===== src/rtl/regfile_wb_arbiter_if.sv =====
// ---------------------------------------------------------------------------
// regfile_wb_arbiter_if
//   Bundles the two writeback request channels (ALU from EX, load data from
//   MEM), the register-file write port and the hazard-unit pending mask.
//
//   Signals
//     alu_valid / alu_ready / alu_reg / alu_data  ALU writeback channel
//     mem_valid / mem_ready / mem_reg / mem_data  load writeback channel
//     RegWrite / WriteReg / WriteData             register file write port
//     pending_mask                                registers with an
//                                                 un-retired write
//
//   Modports
//     slave  : the arbiter (consumes requests, drives the write port)
//     master : the pipeline side (issues requests, observes the write port)
// ---------------------------------------------------------------------------
interface regfile_wb_arbiter_if #(
    parameter int DATA_W = 32,
    parameter int ADDR_W = 5
);
    logic                 alu_valid;
    logic                 alu_ready;
    logic [ADDR_W-1:0]    alu_reg;
    logic [DATA_W-1:0]    alu_data;

    logic                 mem_valid;
    logic                 mem_ready;
    logic [ADDR_W-1:0]    mem_reg;
    logic [DATA_W-1:0]    mem_data;

    logic                 RegWrite;
    logic [ADDR_W-1:0]    WriteReg;
    logic [DATA_W-1:0]    WriteData;
    logic [2**ADDR_W-1:0] pending_mask;

    modport slave (
        input  alu_valid, alu_reg, alu_data,
        input  mem_valid, mem_reg, mem_data,
        output alu_ready, mem_ready,
        output RegWrite, WriteReg, WriteData, pending_mask
    );

    modport master (
        output alu_valid, alu_reg, alu_data,
        output mem_valid, mem_reg, mem_data,
        input  alu_ready, mem_ready,
        input  RegWrite, WriteReg, WriteData, pending_mask
    );
endinterface


===== src/rtl/regfile_wb_arbiter.sv =====
// ---------------------------------------------------------------------------
// regfile_wb_arbiter
//   Shares the register file's single write port between ALU results and
//   load data. Each source owns a one-entry holding register filled through a
//   valid/ready handshake. One held entry is granted per cycle and presented
//   on the registered write port on the following edge.
//
//   Priority: MEM (older instruction) wins by default. Every cycle the ALU
//   entry is held but loses, a starvation counter advances; once it reaches
//   STARVE_MAX the ALU entry is forced through once and the counter clears.
//
//   Ports
//     clk    rising-edge clock
//     rst_n  asynchronous active-low reset
//     bus    regfile_wb_arbiter_if.slave: request channels, write port,
//            pending_mask for the hazard unit
//
//   Parameters
//     DATA_W      register data width
//     ADDR_W      register index width (index 0 is hard-wired zero)
//     STARVE_MAX  consecutive ALU losses before the ALU is forced to win
// ---------------------------------------------------------------------------
module regfile_wb_arbiter #(
    parameter int DATA_W     = 32,
    parameter int ADDR_W     = 5,
    parameter int STARVE_MAX = 3
) (
    input  logic                 clk,
    input  logic                 rst_n,
    regfile_wb_arbiter_if.slave  bus
);

    localparam int NREG  = 2**ADDR_W;
    localparam int CNT_W = (STARVE_MAX < 1) ? 1 : $clog2(STARVE_MAX + 1);
    localparam logic [CNT_W-1:0] STARVE_LIM = CNT_W'(STARVE_MAX);
    localparam logic [ADDR_W-1:0] ZERO_REG  = '0;

    // IDLE      : no holding entry valid, nothing to grant
    // MEM_PRI   : normal arbitration, MEM ahead of ALU
    // ALU_FORCE : ALU has lost STARVE_MAX times in a row and wins next
    typedef enum logic [1:0] {
        IDLE      = 2'd0,
        MEM_PRI   = 2'd1,
        ALU_FORCE = 2'd2
    } arbState_t;

    // ---------------- state ----------------
    arbState_t          state;
    logic               holdAluValid;
    logic [ADDR_W-1:0]  holdAluReg;
    logic [DATA_W-1:0]  holdAluData;
    logic               holdMemValid;
    logic [ADDR_W-1:0]  holdMemReg;
    logic [DATA_W-1:0]  holdMemData;
    logic [CNT_W-1:0]   starveCnt;
    logic               regWriteQ;
    logic [ADDR_W-1:0]  writeRegQ;
    logic [DATA_W-1:0]  writeDataQ;

    // ---------------- combinational ----------------
    logic               grantAlu;
    logic               grantMem;
    logic               aluReady;
    logic               memReady;
    logic               aluAccept;
    logic               memAccept;

    arbState_t          stateNext;
    logic               holdAluValidNext;
    logic [ADDR_W-1:0]  holdAluRegNext;
    logic [DATA_W-1:0]  holdAluDataNext;
    logic               holdMemValidNext;
    logic [ADDR_W-1:0]  holdMemRegNext;
    logic [DATA_W-1:0]  holdMemDataNext;
    logic [CNT_W-1:0]   starveCntNext;
    logic               regWriteNext;
    logic [ADDR_W-1:0]  writeRegNext;
    logic [DATA_W-1:0]  writeDataNext;

    logic [NREG-1:0]    pendingMask;

    // Grant decode. ALU_FORCE is only ever entered with the ALU entry valid,
    // so a forced grant always has something to write.
    always_comb begin
        grantAlu = holdAluValid && ((state == ALU_FORCE) || !holdMemValid);
        grantMem = holdMemValid && !grantAlu;
    end

    // A holding register frees up in the same cycle it is granted, which is
    // what lets a source stream one entry per cycle when it keeps winning.
    assign aluReady  = !holdAluValid || grantAlu;
    assign memReady  = !holdMemValid || grantMem;
    assign aluAccept = bus.alu_valid && aluReady;
    assign memAccept = bus.mem_valid && memReady;

    always_comb begin
        // Holding registers: a new accept overwrites an entry granted this
        // cycle; otherwise a granted entry drops out.
        holdAluValidNext = holdAluValid;
        holdAluRegNext   = holdAluReg;
        holdAluDataNext  = holdAluData;
        if (aluAccept) begin
            holdAluValidNext = 1'b1;
            holdAluRegNext   = bus.alu_reg;
            holdAluDataNext  = bus.alu_data;
        end else if (grantAlu) begin
            holdAluValidNext = 1'b0;
        end

        holdMemValidNext = holdMemValid;
        holdMemRegNext   = holdMemReg;
        holdMemDataNext  = holdMemData;
        if (memAccept) begin
            holdMemValidNext = 1'b1;
            holdMemRegNext   = bus.mem_reg;
            holdMemDataNext  = bus.mem_data;
        end else if (grantMem) begin
            holdMemValidNext = 1'b0;
        end

        // Starvation counter: clears on any ALU grant, saturates on losses.
        starveCntNext = starveCnt;
        if (grantAlu) begin
            starveCntNext = '0;
        end else if (holdAluValid && grantMem && (starveCnt != STARVE_LIM)) begin
            starveCntNext = starveCnt + CNT_W'(1);
        end

        // State is computed from next-cycle holds and counter so that the
        // registered state directly selects the grant in the following cycle.
        if (!holdAluValidNext && !holdMemValidNext) begin
            stateNext = IDLE;
        end else if (holdAluValidNext && (starveCntNext == STARVE_LIM)) begin
            stateNext = ALU_FORCE;
        end else begin
            stateNext = MEM_PRI;
        end

        // Write port. Index and data keep their last values when idle; a grant
        // to register 0 retires the entry without touching the port.
        regWriteNext  = 1'b0;
        writeRegNext  = writeRegQ;
        writeDataNext = writeDataQ;
        if (grantMem && (holdMemReg != ZERO_REG)) begin
            regWriteNext  = 1'b1;
            writeRegNext  = holdMemReg;
            writeDataNext = holdMemData;
        end else if (grantAlu && (holdAluReg != ZERO_REG)) begin
            regWriteNext  = 1'b1;
            writeRegNext  = holdAluReg;
            writeDataNext = holdAluData;
        end
    end

    always_ff @(posedge clk or negedge rst_n) begin
        if (!rst_n) begin
            state        <= IDLE;
            holdAluValid <= 1'b0;
            holdAluReg   <= '0;
            holdAluData  <= '0;
            holdMemValid <= 1'b0;
            holdMemReg   <= '0;
            holdMemData  <= '0;
            starveCnt    <= '0;
            regWriteQ    <= 1'b0;
            writeRegQ    <= '0;
            writeDataQ   <= '0;
        end else begin
            state        <= stateNext;
            holdAluValid <= holdAluValidNext;
            holdAluReg   <= holdAluRegNext;
            holdAluData  <= holdAluDataNext;
            holdMemValid <= holdMemValidNext;
            holdMemReg   <= holdMemRegNext;
            holdMemData  <= holdMemDataNext;
            starveCnt    <= starveCntNext;
            regWriteQ    <= regWriteNext;
            writeRegQ    <= writeRegNext;
            writeDataQ   <= writeDataNext;
        end
    end

    // Pending mask: a register is pending while its write sits in either
    // holding register or is on the write port this cycle. Register 0 never
    // has a real write, so its bit is tied low.
    genvar gi;
    generate
        for (gi = 0; gi < NREG; gi++) begin : gPend
            if (gi == 0) begin : gZero
                assign pendingMask[gi] = 1'b0;
            end else begin : gReg
                assign pendingMask[gi] =
                      (holdMemValid && (holdMemReg == ADDR_W'(gi)))
                    | (holdAluValid && (holdAluReg == ADDR_W'(gi)))
                    | (regWriteQ    && (writeRegQ  == ADDR_W'(gi)));
            end
        end
    endgenerate

    assign bus.alu_ready    = aluReady;
    assign bus.mem_ready    = memReady;
    assign bus.RegWrite     = regWriteQ;
    assign bus.WriteReg     = writeRegQ;
    assign bus.WriteData    = writeDataQ;
    assign bus.pending_mask = pendingMask;

endmodule


===== src/flat_wrapper.sv =====
// flat-port wrapper written by rule: the top's interface ports become plain ports
module regfile_wb_arbiter_flat 
#(
    parameter int DATA_W     = 32,
    parameter int ADDR_W     = 5,
    parameter int STARVE_MAX = 3
)
  (clk, rst_n, bus_alu_valid, bus_alu_reg, bus_alu_data, bus_mem_valid, bus_mem_reg, bus_mem_data, bus_alu_ready, bus_mem_ready, bus_RegWrite, bus_WriteReg, bus_WriteData, bus_pending_mask);
  regfile_wb_arbiter_if #(.DATA_W(DATA_W), .ADDR_W(ADDR_W)) bus_i ();
  input  logic clk;
  input  logic rst_n;
  input wire logic [$bits(bus_i.alu_valid)-1:0] bus_alu_valid;
  input wire logic [$bits(bus_i.alu_reg)-1:0] bus_alu_reg;
  input wire logic [$bits(bus_i.alu_data)-1:0] bus_alu_data;
  input wire logic [$bits(bus_i.mem_valid)-1:0] bus_mem_valid;
  input wire logic [$bits(bus_i.mem_reg)-1:0] bus_mem_reg;
  input wire logic [$bits(bus_i.mem_data)-1:0] bus_mem_data;
  output wire logic [$bits(bus_i.alu_ready)-1:0] bus_alu_ready;
  output wire logic [$bits(bus_i.mem_ready)-1:0] bus_mem_ready;
  output wire logic [$bits(bus_i.RegWrite)-1:0] bus_RegWrite;
  output wire logic [$bits(bus_i.WriteReg)-1:0] bus_WriteReg;
  output wire logic [$bits(bus_i.WriteData)-1:0] bus_WriteData;
  output wire logic [$bits(bus_i.pending_mask)-1:0] bus_pending_mask;
  assign bus_i.alu_valid = bus_alu_valid;
  assign bus_i.alu_reg = bus_alu_reg;
  assign bus_i.alu_data = bus_alu_data;
  assign bus_i.mem_valid = bus_mem_valid;
  assign bus_i.mem_reg = bus_mem_reg;
  assign bus_i.mem_data = bus_mem_data;
  assign bus_alu_ready = bus_i.alu_ready;
  assign bus_mem_ready = bus_i.mem_ready;
  assign bus_RegWrite = bus_i.RegWrite;
  assign bus_WriteReg = bus_i.WriteReg;
  assign bus_WriteData = bus_i.WriteData;
  assign bus_pending_mask = bus_i.pending_mask;
  regfile_wb_arbiter #(.DATA_W(DATA_W), .ADDR_W(ADDR_W), .STARVE_MAX(STARVE_MAX)) u_core (.clk(clk), .rst_n(rst_n), .bus(bus_i));
endmodule

===== config.mk =====
export PLATFORM = sky130hd
export DESIGN_NAME = regfile_wb_arbiter_flat
export DESIGN_NICKNAME = d
export VERILOG_FILES = /design/src/rtl/regfile_wb_arbiter_if.sv /design/src/rtl/regfile_wb_arbiter.sv /design/src/flat_wrapper.sv
export SDC_FILE = /design/constraint.sdc
export NUM_CORES = 1
export LEC_CHECK = 0
export CAP_MARGIN = 10
export CORE_ASPECT_RATIO = 1.5
export CORE_MARGIN = 2
export CORE_UTILIZATION = 52
export CTS_CLUSTER_SIZE = 20
export DETAILED_ROUTE_END_ITERATION = 10
export PLACE_DENSITY = 0.85
export SLEW_MARGIN = 20
export SYNTH_ARGS = -nofsm -noshare
export SYNTH_HDL_FRONTEND = slang
export SYNTH_SLANG_ARGS = --single-unit

===== constraint.sdc =====
create_clock -name clk -period 5.5 [get_ports clk]
set_input_delay 0.825 -clock clk [delete_from_list [all_inputs] [get_ports clk]]
set_output_delay 0.825 -clock clk [all_outputs]
set_load 0.1 [all_outputs]

Word level (Yosys, flattened, before mapping)
Index checks and enable logic that the tools add are counted.
{ "classes": {"n_addsub": 1, "n_eq_ne": 96, "mux": 14, "bitwise_logic": 62, "n_reduce_logical": 114} }
{ "op_table": {"columns": ["operator", "count"], "rows": [
  ["$eq 5x5->1 const B", 48],
  ["$eq 5x4->1 const B", 24],
  ["$logic_and 1x1->1", 103],
  ["$mux 32", 2],
  ["$or 1x1->1", 62],
  ["$eq 5x3->1 const B", 12],
  ["$eq 5x2->1 const B", 6],
  ["$eq 5x1->1 const B", 3],
  ["$mux 5", 2],
  ["$reduce_bool 5->1", 2],
  ["$mux 2", 4],
  ["$mux 1", 6],
  ["$logic_not 1->1", 5],
  ["$eq 2x2->1 const B", 2],
  ["$logic_or 1x1->1", 3],
  ["$add 2x1->2 const B", 1],
  ["$ne 2x2->1 const B", 1],
  ["$reduce_bool 2->1", 1]
]} }
{ "word_totals": {"reg_bits": 118, "inputBits": 78, "out_inout_bits": 72, "elab_cells": 298} }

Longest topological paths before layout
{ "logic_depth": {"ltp_word": 13, "depth_mapped": 7, "ltp_nobuf": 5} }

Worst setup path after synthesis
No wires, ideal clock.
{ "synth_path": {"kind": "reg2out", "start": "register u_core.holdAluReg[3]", "end": "output port bus_pending_mask[3]", "arrival_time_ps": 2988, "slack_ps": 1687, "path_stages_with_launch": 3, "path_buffers": 0, "cell_sequence": "dfrtp_1 -> or2_2 -> o31ai_1"} }
{ "synth_between": {"elab_chain_cells": 4} }
{ "synth_lines": {"columns": ["item", "line", "text"], "rows": [
  ["from (decl)", "regfile_wb_arbiter.sv:50", "logic [ADDR_W-1:0] holdAluReg;"],
  ["from (signal assigned)", "regfile_wb_arbiter.sv:171", "holdAluReg <= holdAluRegNext;"],
  ["$eq 5x2->1", "regfile_wb_arbiter.sv:194", "| (holdAluValid && (holdAluReg == ADDR_W'(gi)))"],
  ["$logic_and 1x1->1", "regfile_wb_arbiter.sv:194", null],
  ["$or 1x1->1", "regfile_wb_arbiter.sv:194", null],
  ["$or 1x1->1", "regfile_wb_arbiter.sv:195", "| (regWriteQ && (writeRegQ == ADDR_W'(gi)));"],
  ["to (decl)", "flat_wrapper.sv:23", "output wire logic [$bits(bus_i.pending_mask)-1:0] bus_pending_mask;"]
]} }
No other way between the ends.

Worst setup path in the final report
{ "layout_path": {"start": "register u_core.holdMemReg[0]", "end": "output port bus_pending_mask[13]"} }
{ "layout_between": {"elab_chain_cells": 4} }
{ "layout_lines": {"columns": ["item", "line", "text"], "rows": [
  ["from (decl)", "regfile_wb_arbiter.sv:53", "logic [ADDR_W-1:0] holdMemReg;"],
  ["from (signal assigned)", "regfile_wb_arbiter.sv:174", "holdMemReg <= holdMemRegNext;"],
  ["$eq 5x4->1", "regfile_wb_arbiter.sv:193", "(holdMemValid && (holdMemReg == ADDR_W'(gi)))"],
  ["$logic_and 1x1->1", "regfile_wb_arbiter.sv:193", null],
  ["$or 1x1->1", "regfile_wb_arbiter.sv:194", null],
  ["$or 1x1->1", "regfile_wb_arbiter.sv:195", null]
]} }
No other way between the ends.

==> results.ini <==
[grt]
grt_pass1_wl_microns=24300
grt_max_degree=71
grt_pass1_vias=4737
grt_overflow=0
antenna_found_initial=0
grt_use_total=0.286

[setup_path]
cp_max_fo=10
end_kind=output pin
timing.rr.end=u_core.bus.WriteReg[3]
start_kind=flip-flop
critPathKind=reg2out
critical_path_required_ns=4.68
r2r-start=u_core.holdMemReg[1]
arrival_ns=3.25
rrSetupSlack_ns=2.68
reg2reg_depth=4

[logic_synthesis]
synthFlopType=dfrtp_1
syn_area_sq_um=5470
synth_compound_area_frac=0.139
syn_nets=585
ys_seq_area_frac=0.540
synthMuxAreaShare=0.152
synth-seq-cells=118
synth-edff-count=0
syn_inst=506
synth_top_family_by_area=multiplexers
synthArstFlopShare=1.00
yosys.area_share.adder=0.00229
synth_xor_area_frac=0.00160
yosys_warnings=0
synthSimpleGateAreaFrac=0.106
synth.distinct_cells=40
avgSynthCellArea_sq_um=10.8

[sta]
hold_violations=0
finClkSkew_ns=0.0130
drv_slew=0
setup_tns_ns=0
finalCritPeriodShare=0.740
setup_viol=0
worst_slack_ns=1.43
clock.fmax_mhz=246
layout_min_cycle_time_ns=4.07
rsz0062_at_grt=false
tightest_slew_ns=1.03
relSlewSlack=0.310

[clocking]
postCtsHoldBufs=0
htree_levels=4
cts_tree=done
clockBufferDepth=2
clk-insertion-delay-late_ns=0.41
clk_pin_slew_worst_paths_ns=0.06
numCtsBuffers=17
cts_sinks=118
cts-resized-gates=0
post_cts_buffers=0
cts_root_buf=clkbuf_16

[cells_and_area]
drive_gt1_frac=0.177
syn2layout_area_growth_pct=38.5
fin_nets=726
fillers=663
diodes=0

[detailed_routing]
routed_wl_microns=15600
drcViolationCount=0
top_layer=met4
wl_met1_microns=5780
wl_met3_microns=1050
vias=4582
vias_per_cell=5.72
post_drt_wl_per_cell_microns=19.5
met2_length_microns=8080
drt-pass1-iter-count=5
drt_iter0_markers=297
drtAntennaViolNets=0

[die]
coreArea_sq_um=10200
die_area_sq_um=11400
die_w_microns=87.8
die_h_microns=130
io_pins=150
rows=45
start_util=0.537

[pwr]
report.power.total_mw=3.85
p_per_area_nw_per_um2=508
p_leak_nw=3.27
ir_worst_vdd_mv=0.387

[outcome]
status=completed

[placed_design]
place_ws_ns=1.93
finalWeightedCongestion=1.00
hpwl_microns=10900
port_buffers=148

[hold_path]
hold_start=u_core.holdMemData[14]
min_path_type=reg2reg
hold_path_depth=1
worstHoldEndpoint=u_core.holdMemData[14]

[job]
cap_violations=0

[synthesized netlist by cell type, types with 2 or more instances]
master | count | area [sq um]
nor2_1 | 21 | 78.8
a21oi_1 | 38 | 190
buf_6 | 2 | 22.5
a221o_1 | 2 | 20.0
nor3_1 | 9 | 45.0
buf_4 | 8 | 60.1
a22oi_1 | 20 | 150
nand2_1 | 62 | 233
buf_2 | 11 | 55.1
clkbuf_1 | 6 | 22.5
mux2_2 | 73 | 822
nand2b_1 | 8 | 50.1
nor2b_1 | 11 | 68.8
dfrtp_1 | 118 | 2950
a32oi_1 | 10 | 87.6
and3_1 | 4 | 25.0
o31ai_1 | 3 | 22.5
inv_1 | 39 | 146
nand3_1 | 5 | 25.0
o22ai_1 | 36 | 225
[worst max-delay path, stage by stage, from the launching register on]
cell	delay (ns)
dfrtp_1	0.61
nor2b_1	0.45
nor2b_1	0.37
a32oi_1	0.17
nand2_1	0.10
clkdlybuf4s50_1	1.14
[layout make-up]
class	count	area, sq um	area share
clock buffers	17	425	0.0561
inverters	40	150	0.0198
repair buffers	150	1490	0.197
well taps	141	176	0.0233
clock inverters	15	170	0.0225
flip-flops and latches	118	2950	0.390
multi-input cells	320	2210	0.291
[per-layer routing]
| layer | global-route usage | vias to the layer above |
|---|---|---|
| li1 | - | 2075 |
| met2 | 0.485 | 233 |
| met1 | 0.323 | 2226 |
| met3 | 0.0726 | 48 |
| met4 | 0.167 | 0 |
| met5 | 0 | - |
[cells by family after synthesis]
family                     Yosys count
adders and majority gates            1
DFF                                118
and+or+nand+nor                    128
AOI/OAI and AO/OA                  115
muxes                               74
buffers and inverters               68
xor gates and xnor gates             1
other                                1
[worst max-delay path by stage]
stage,start,end,slack [ns],cells past startpoint
final,u_core.holdMemReg[0],bus_pending_mask[13],1.43,5
after global routing,u_core.holdMemReg[1],bus_pending_mask[14],1.33,5
after detailed placement,u_core.holdMemReg[0],bus_pending_mask[13],1.93,5
after global placement,u_core.holdAluReg[3],bus_pending_mask[10],1.82,5
after CTS,u_core.holdMemReg[0],bus_pending_mask[13],1.49,5
after floorplan,u_core.holdAluReg[3],bus_pending_mask[3],1.69,2
[layout by cell type (no fill, tap or decap), types with 17 or more instances in the layout]
cell               n
nand2_1           61
o22ai_1           36
clkbuf_16         17
clkdlybuf4s50_1  147
mux2_2            73
dfrtp_1          118
a22oi_1           20
a21oi_1           38
inv_1             39
nor2_1            21
[metrics by stage]
stage / utilization / cell area, sq um / hold WS, ns / cells
2_1_floorplan: - / 5470 / 0.465 / 506
3_3_place_gp: 0.685 / 6980 / 0.475 / 769
3_5_place_dp: 0.685 / 6980 / 0.482 / 769
4_1_cts: 0.744 / 7580 / 0.507 / 801
5_1_grt: 0.744 / 7580 / 0.515 / 801
6_report: 0.744 / 7580 / 0.505 / 801
[sequential cells by signal, indices dropped and copies added (netlist names)]
signal,count
u_core.bus.WriteData,32
u_core.starveCnt,2
u_core.holdMemValid,1
u_core.holdAluReg,5
u_core.holdAluData,32
u_core.holdMemData,32
u_core.holdAluValid,1
u_core.state,2
u_core.holdMemReg,5
u_core.bus.RegWrite,1
u_core.bus.WriteReg,5
[power breakdown]
| part | internal [mW] | total (mW) | switching (mW) |
|---|---|---|---|
| Sequential | 1.04 | 1.19 | 0.143 |
| Clock | 0.677 | 1.09 | 0.418 |
| Combinational | 0.418 | 1.57 | 1.15 |
| Total | 2.14 | 3.85 | 1.71 |
Note: power is estimated with default switching activity, not from simulation.
